## src/rtl/hazard_scoreboard_ctrl.sv

```systemverilog
// hazard_scoreboard_ctrl
//   Pipeline hazard and control unit with a scoreboard of outstanding
//   long-latency writebacks (mul/div, slow loads) that complete out of band.
//   Produces RAW / WAW / structural stalls, branch flush, external freeze,
//   and drains the scoreboard before acknowledging an interrupt. Drives all
//   pipeline register enables and synchronous clears.
//
// Ports
//   clk, reset_n                  clock, asynchronous active-low reset
//   rs1_id, rs2_id, use_rs*_id    ID-stage sources and their use flags
//   rd_id, reg_write_id           ID-stage destination and write flag
//   rd_exe, mem_read_exe, long_exe EXE-stage destination and op class
//   alloc_valid                   long op leaves EXE, allocate an entry
//   cmpl_valid, cmpl_tag          long unit writeback, entry to free
//   pc_sel_mem                    taken branch/jump resolved in MEM
//   stall_pipl                    external freeze
//   interrupt                     level interrupt request
//   alloc_tag                     lowest free entry (0 when full)
//   sb_full, sb_empty             scoreboard occupancy flags
//   irq_ack                       one-cycle interrupt acknowledge
//   *_reg_en, *_reg_clr           pipeline register enables / clears
//   stall_count                   saturating count of cycles with pc_reg_en=0
module hazard_scoreboard_ctrl #(
   parameter int REG_ADDR_W = 5,
   parameter int NUM_TAGS   = 4,
   parameter int TAG_W      = (NUM_TAGS > 1) ? $clog2(NUM_TAGS) : 1,
   parameter int CNT_W      = 16
) (
   input  logic                  clk,
   input  logic                  reset_n,
   input  logic [REG_ADDR_W-1:0] rs1_id,
   input  logic [REG_ADDR_W-1:0] rs2_id,
   input  logic                  use_rs1_id,
   input  logic                  use_rs2_id,
   input  logic [REG_ADDR_W-1:0] rd_id,
   input  logic                  reg_write_id,
   input  logic [REG_ADDR_W-1:0] rd_exe,
   input  logic                  mem_read_exe,
   input  logic                  long_exe,
   input  logic                  alloc_valid,
   input  logic                  cmpl_valid,
   input  logic [TAG_W-1:0]      cmpl_tag,
   input  logic                  pc_sel_mem,
   input  logic                  stall_pipl,
   input  logic                  interrupt,
   output logic [TAG_W-1:0]      alloc_tag,
   output logic                  sb_full,
   output logic                  sb_empty,
   output logic                  irq_ack,
   output logic                  pc_reg_en,
   output logic                  if_id_reg_en,
   output logic                  id_exe_reg_en,
   output logic                  exe_mem_reg_en,
   output logic                  mem_wb_reg_en,
   output logic                  if_id_reg_clr,
   output logic                  id_exe_reg_clr,
   output logic                  exe_mem_reg_clr,
   output logic                  mem_wb_reg_clr,
   output logic [CNT_W-1:0]      stall_count
);

   typedef enum logic [1:0] {
      RUN   = 2'd0,
      DRAIN = 2'd1,
      ACK   = 2'd2
   } state_t;

   state_t                state;
   state_t                state_nxt;
   logic [NUM_TAGS-1:0]   sb_valid;
   logic [REG_ADDR_W-1:0] sb_rd [NUM_TAGS];
   logic                  alloc_we;
   logic                  hit_rs1;
   logic                  hit_rs2;
   logic                  hit_rd;
   logic                  raw_hz;
   logic                  waw_hz;
   logic                  struct_hz;

   function automatic logic [CNT_W-1:0] sat_inc(input logic [CNT_W-1:0] v);
      return (&v) ? v : v + CNT_W'(1);
   endfunction

   assign sb_full  = &sb_valid;
   assign sb_empty = ~|sb_valid;

   // Lowest-index free entry wins; scanning downward leaves the lowest last.
   always_comb begin
      alloc_tag = '0;
      for (int i = NUM_TAGS - 1; i >= 0; i--) begin
         if (!sb_valid[i]) alloc_tag = TAG_W'(i);
      end
   end

   // rd_exe == 0 never produces a result worth tracking.
   assign alloc_we = alloc_valid && (rd_exe != '0) && !sb_full;

   always_ff @(posedge clk or negedge reset_n) begin
      if (!reset_n) begin
         sb_valid <= '0;
      end else begin
         // Completion of an already-free entry is a no-op. An allocation
         // always targets a free entry, so assigning it last cannot be undone
         // by a stale completion to the same slot.
         if (cmpl_valid && (int'(cmpl_tag) < NUM_TAGS)) sb_valid[cmpl_tag] <= 1'b0;
         if (alloc_we) sb_valid[alloc_tag] <= 1'b1;
      end
   end

   // Destination fields are qualified by sb_valid and need no reset.
   always_ff @(posedge clk) begin
      if (alloc_we) sb_rd[alloc_tag] <= rd_exe;
   end

   always_comb begin
      hit_rs1 = 1'b0;
      hit_rs2 = 1'b0;
      hit_rd  = 1'b0;
      for (int i = 0; i < NUM_TAGS; i++) begin
         if (sb_valid[i]) begin
            if (sb_rd[i] == rs1_id) hit_rs1 = 1'b1;
            if (sb_rd[i] == rs2_id) hit_rs2 = 1'b1;
            if (sb_rd[i] == rd_id)  hit_rd  = 1'b1;
         end
      end
   end

   // The EXE-stage producer comparison needs no rd_exe != 0 term: the source
   // is already known non-zero, so equality implies a real register.
   always_comb begin
      raw_hz = 1'b0;
      if (use_rs1_id && (rs1_id != '0) &&
          (hit_rs1 || ((long_exe || mem_read_exe) && (rd_exe == rs1_id))))
         raw_hz = 1'b1;
      if (use_rs2_id && (rs2_id != '0) &&
          (hit_rs2 || ((long_exe || mem_read_exe) && (rd_exe == rs2_id))))
         raw_hz = 1'b1;
   end

   assign waw_hz    = reg_write_id && (rd_id != '0) && hit_rd;
   assign struct_hz = long_exe && sb_full;

   always_ff @(posedge clk or negedge reset_n) begin
      if (!reset_n) state <= RUN;
      else          state <= state_nxt;
   end

   // A flush during DRAIN holds the FSM in DRAIN for that cycle so the
   // acknowledge is never taken alongside a redirect.
   always_comb begin
      state_nxt = state;
      case (state)
         RUN:   if (interrupt) state_nxt = DRAIN;
         DRAIN: begin
            if (!interrupt)
               state_nxt = RUN;
            else if (pc_sel_mem)
               state_nxt = DRAIN;
            else if (sb_empty && !long_exe && !stall_pipl)
               state_nxt = ACK;
         end
         ACK:     state_nxt = RUN;
         default: state_nxt = RUN;
      endcase
   end

   assign irq_ack = (state == ACK);

   always_comb begin
      pc_reg_en       = 1'b1;
      if_id_reg_en    = 1'b1;
      id_exe_reg_en   = 1'b1;
      exe_mem_reg_en  = 1'b1;
      mem_wb_reg_en   = 1'b1;
      if_id_reg_clr   = 1'b0;
      id_exe_reg_clr  = 1'b0;
      exe_mem_reg_clr = 1'b0;
      mem_wb_reg_clr  = 1'b0;
      if (stall_pipl) begin
         pc_reg_en      = 1'b0;
         if_id_reg_en   = 1'b0;
         id_exe_reg_en  = 1'b0;
         exe_mem_reg_en = 1'b0;
         mem_wb_reg_en  = 1'b0;
      end else if (pc_sel_mem) begin
         if_id_reg_clr   = 1'b1;
         id_exe_reg_clr  = 1'b1;
         exe_mem_reg_clr = 1'b1;
      end else if (struct_hz) begin
         // Hold the front end; a bubble goes into MEM while WB drains.
         pc_reg_en       = 1'b0;
         if_id_reg_en    = 1'b0;
         id_exe_reg_en   = 1'b0;
         exe_mem_reg_en  = 1'b0;
         exe_mem_reg_clr = 1'b1;
      end else if (raw_hz || waw_hz) begin
         pc_reg_en      = 1'b0;
         if_id_reg_en   = 1'b0;
         id_exe_reg_clr = 1'b1;
      end else if (state == DRAIN) begin
         // Stop fetching and let everything already issued retire.
         pc_reg_en     = 1'b0;
         if_id_reg_clr = 1'b1;
      end
   end

   always_ff @(posedge clk or negedge reset_n) begin
      if (!reset_n)        stall_count <= '0;
      else if (!pc_reg_en) stall_count <= sat_inc(stall_count);
   end

   a_alloc_when_full: assert property (@(posedge clk) disable iff (!reset_n)
      !(alloc_valid && sb_full))
      else $error("alloc_valid asserted while scoreboard full");

endmodule

```

## config.mk

```make
export PLATFORM = sky130hd
export DESIGN_NAME = hazard_scoreboard_ctrl
export DESIGN_NICKNAME = d
export VERILOG_FILES = /design/src/rtl/hazard_scoreboard_ctrl.sv
export SDC_FILE = /design/constraint.sdc
export NUM_CORES = 1
export LEC_CHECK = 0
export ABC_AREA = 0
export ABC_CLOCK_PERIOD_IN_PS = 2000
export BUFFER_PORTS_ARGS = -buffer_cell sky130_fd_sc_hd__buf_2
export CAP_MARGIN = 20
export CORE_UTILIZATION = 50
export CTS_BUF_LIST = sky130_fd_sc_hd__clkbuf_4 sky130_fd_sc_hd__clkbuf_8
export DETAILED_ROUTE_END_ITERATION = 12
export PLACE_DENSITY = 0.87
export SYNTH_ARGS = -nofsm -noshare
export SYNTH_HDL_FRONTEND = slang
export SYNTH_SLANG_ARGS = --single-unit
```

## constraint.sdc

```tcl
create_clock -name clk -period 2 [get_ports clk]
set_input_delay 0.1 -clock clk [delete_from_list [all_inputs] [get_ports clk]]
set_output_delay 0.1 -clock clk [all_outputs]
set_load 0.01 [all_outputs]
```

==> results.cfg <==
[sta]
clock-skew-final_ns = 0.00811
finalSetupViolCount = 20
finalWorstPathRequiredPeriod_ns = 2.49
period_share_pct = 124
timing.final.max_slew_violations = 0
worst_pin_slew_ns = 0.946
unrepaired_setup_endpoints_after_global_routing = true
timing.fmax_mhz = 402
finalHoldViolations = 0
setup_slack_ns = -0.488
max_slew_margin_pct = 36.8

[grt]
grt.met3_usage_pct = 4.50
antenna_violations_before_repair = 0
grt_pass1_wl_um = 10800
first_global_vias = 2188
met1_usage_pct = 34.1
grt-ovfl-total = 0
global_route.peak_usage_layer = met2
grt_max_degree = 23
gr-usage-all-layers_pct = 26.7
global_route.usage.met2_pct = 44.8

[pwr]
power_density_mw_per_mm2 = 880
worst_ir_drop_vdd_mv = 0.622
post-layout-total-power_mw = 3.09
leakagePower_nw = 1.54

[floorplan]
floorplan.die.height_um = 75.6
core_region_area_mm2 = 0.00517
floorplan.rows = 26
die_area_mm2 = 0.00572
top_level_ports = 64
die_w_um = 75.6
initial_util_pct = 52.4

[route]
postRouteAntennaNets = 0
vias_per_cell = 5.50
initialDrtViolationCount = 148
routedWlPerCell_um = 17.6
drtPass1Iterations = 4
drc_errors_left = 0
dr_total_vias = 2309
drt_wl_total_um = 7370

[placed_design]
place.gp.congestion = 0.915
place.detailed.instances = 405
dp.final_hpwl_um = 5450
buffers_on_ports = 62

[finish]
final_cells = 420
antenna-diode-count = 0
post_route_cells_drive_above_1_share_pct = 36.6
layout-area-overhead-vs-synth_pct = 29.8
layout.nets = 384

[worst_hold_path]
hold_class = input pin to flip-flop

[run_status]
failed_checks = setup timing
outcome = finished with violations

[logic_synthesis]
synthesis.nets = 294
netlist_top_cells_area = sky130_fd_sc_hd__edfxtp_1, sky130_fd_sc_hd__dfrtp_1, sky130_fd_sc_hd__xor2_1, sky130_fd_sc_hd__xnor2_1, sky130_fd_sc_hd__nor4_1
yosysTopAreaCell = sky130_fd_sc_hd__edfxtp_1
synth_cell_types = 42
netlist_area_mm2 = 0.00271
synth-main-ff-cell = sky130_fd_sc_hd__dfrtp_1
synth-seq-cells = 42
synth_warnings = 0
synth_enable_flop_cells = 20
sequential_element_share_of_the_synthesized_area_pct = 42.5
avgSynthCellArea_um2 = 10.5
async_flop_share_pct = 52.4
netlist_instances = 259
netlist.area_leader.share_pct = 22.2

[cts]
clock_tree.buffer_depth = 2
clock_sinks = 42
clkLatencyLatePin_ns = 0.30
cts_tree = yes
worst_setup_hold_path_clk_slew_ns = 0.08
htreeDepth = 2
cts_buffers = 5
clockRootBuffer = sky130_fd_sc_hd__clkbuf_8

[run]
max-cap-violations = 0

[setup_path]
startpoint_type = flip-flop
cp.required_ns = 1.90
timing.critical_path.to_type = output pin
worstSetupPathType = flip-flop to output pin
worst-path-max-fanout = 3
cp_data_arrival_time_ns = 2.39
[what timing repair did]
item | 4_1_cts | 5_1_grt
setup endpoints to repair | 20 | 20
pin swaps | 13 | 14
gates resized for setup | 6 | 12
endpoints found under the hold margin | 22 | 0
hold buffers | 1 | 0
setup buffers | 0 | 6
[critical path: stages, from the launching register on]
cell,delay (ns)
sky130_fd_sc_hd__edfxtp_1,0.48
sky130_fd_sc_hd__xor2_1,0.18
sky130_fd_sc_hd__nor4_1,0.29
sky130_fd_sc_hd__and3_1,0.25
sky130_fd_sc_hd__a31oi_1,0.06
sky130_fd_sc_hd__a31oi_2,0.24
sky130_fd_sc_hd__buf_4,0.14
sky130_fd_sc_hd__nor2_1,0.05
sky130_fd_sc_hd__o21a_1,0.18
sky130_fd_sc_hd__o21a_1,0.09
sky130_fd_sc_hd__buf_2,0.13
[power by group]
| part | internal, mW | total (mW) | switching (mW) |
|---|---|---|---|
| clock network | 0.401 | 0.698 | 0.298 |
| registers | 1.09 | 1.31 | 0.221 |
| logic | 0.538 | 1.09 | 0.549 |
[cell type report]
cell class,instances,area (um^2)
sequential,42,1150
inverter,5,18.8
tap,70,87.6
timing repair buffer,104,662
clock buffer,7,83.8
multi-input combinational,191,1490
fill,358,1650
clock inverter,1,30.0
[cell usage after synthesis (all sizes together) (5+ instances only)]
library cell and number:
nor2 6, xor2 50, nand2 9, xnor2 35, buf 17, nand4 8
edfxtp 20, nor4 12, and3 7, nand3 14, inv 5, o21ai 7
dfrtp 22
[metrics by stage]
step / cell area (um^2) / hold slack, ns / setup slack, ns / utilization [%] / TNS [ns]
after detailed placement: 3250 / 0.0924 / -0.413 / 62.9 / -5.19
after global placement: 3250 / 0.0772 / -0.349 / 62.9 / -4.10
final: 3520 / 0.0475 / -0.488 / 68.0 / -7.24
after global routing: 3520 / 0.0634 / -0.675 / 68.0 / -11.01
after floorplan: 2710 / -0.196 / -0.152 / - / -1.25
after CTS: 3400 / 0.0496 / -0.387 / 65.8 / -5.83
[layout by cell type (no fill, tap or decap), drive strengths merged, types with 2 or more instances in the layout]
cell type and instances:
nor2 6, nor3 2, inv 5, edfxtp 20, a21o 2, nor2b 2
and3 7, or4 4, o21a 2, nand3 14, and4 2, a21boi 2
nand2b 4, a21oi 3, nand4 8, o21ai 7, buf 103, nand2 9
xnor2 35, dfrtp 22, nor4 12, clkbuf 7, xor2 50, and2 3
nor4b 2, a31oi 4
[registers in the layout, summed over array words and instances, names as in the netlist]
signal / flops
sb_rd: 20
stall_count: 16
sb_valid: 4
state: 2
[cell families (layout without fill, tap and decap cells)]
group,after synthesis,count (layout),synth area share [%]
multiplexers,1,1,0.415
other,1,1,0.138
buffers and inverters,26,117,5.49
AND/OR/NAND/NOR,78,78,16.8
adder cells (fa/ha/maj),1,1,0.462
XOR/XNOR,85,85,27.5
AO/OA/AOI/OAI,25,25,6.79
flip-flops,42,42,42.5
[per-layer routing]
| metal | up-vias | wire (um) |
|---|---|---|
| met5 | - | 0 |
| met4 | 0 | 301 |
| met3 | 27 | 333 |
| met2 | 81 | 3670 |
| met1 | 1126 | 3070 |
| li1 | 1075 | - |
[final timing paths]
check	cells after the start	startpoint	to	slack (ns)
max in group asynchronous	2	reset_n	sb_valid[1]	1.36
min reg2reg	1	state[0]	state[0]	0.47
min	2	interrupt	state[1]	0.05
max	10	sb_rd[0][1]	if_id_reg_clr	-0.49
min in group asynchronous	2	reset_n	stall_count[14]	0.30
max reg2reg	10	sb_rd[0][0]	stall_count[1]	-0.44
Power figures use the tool's default switching activity.
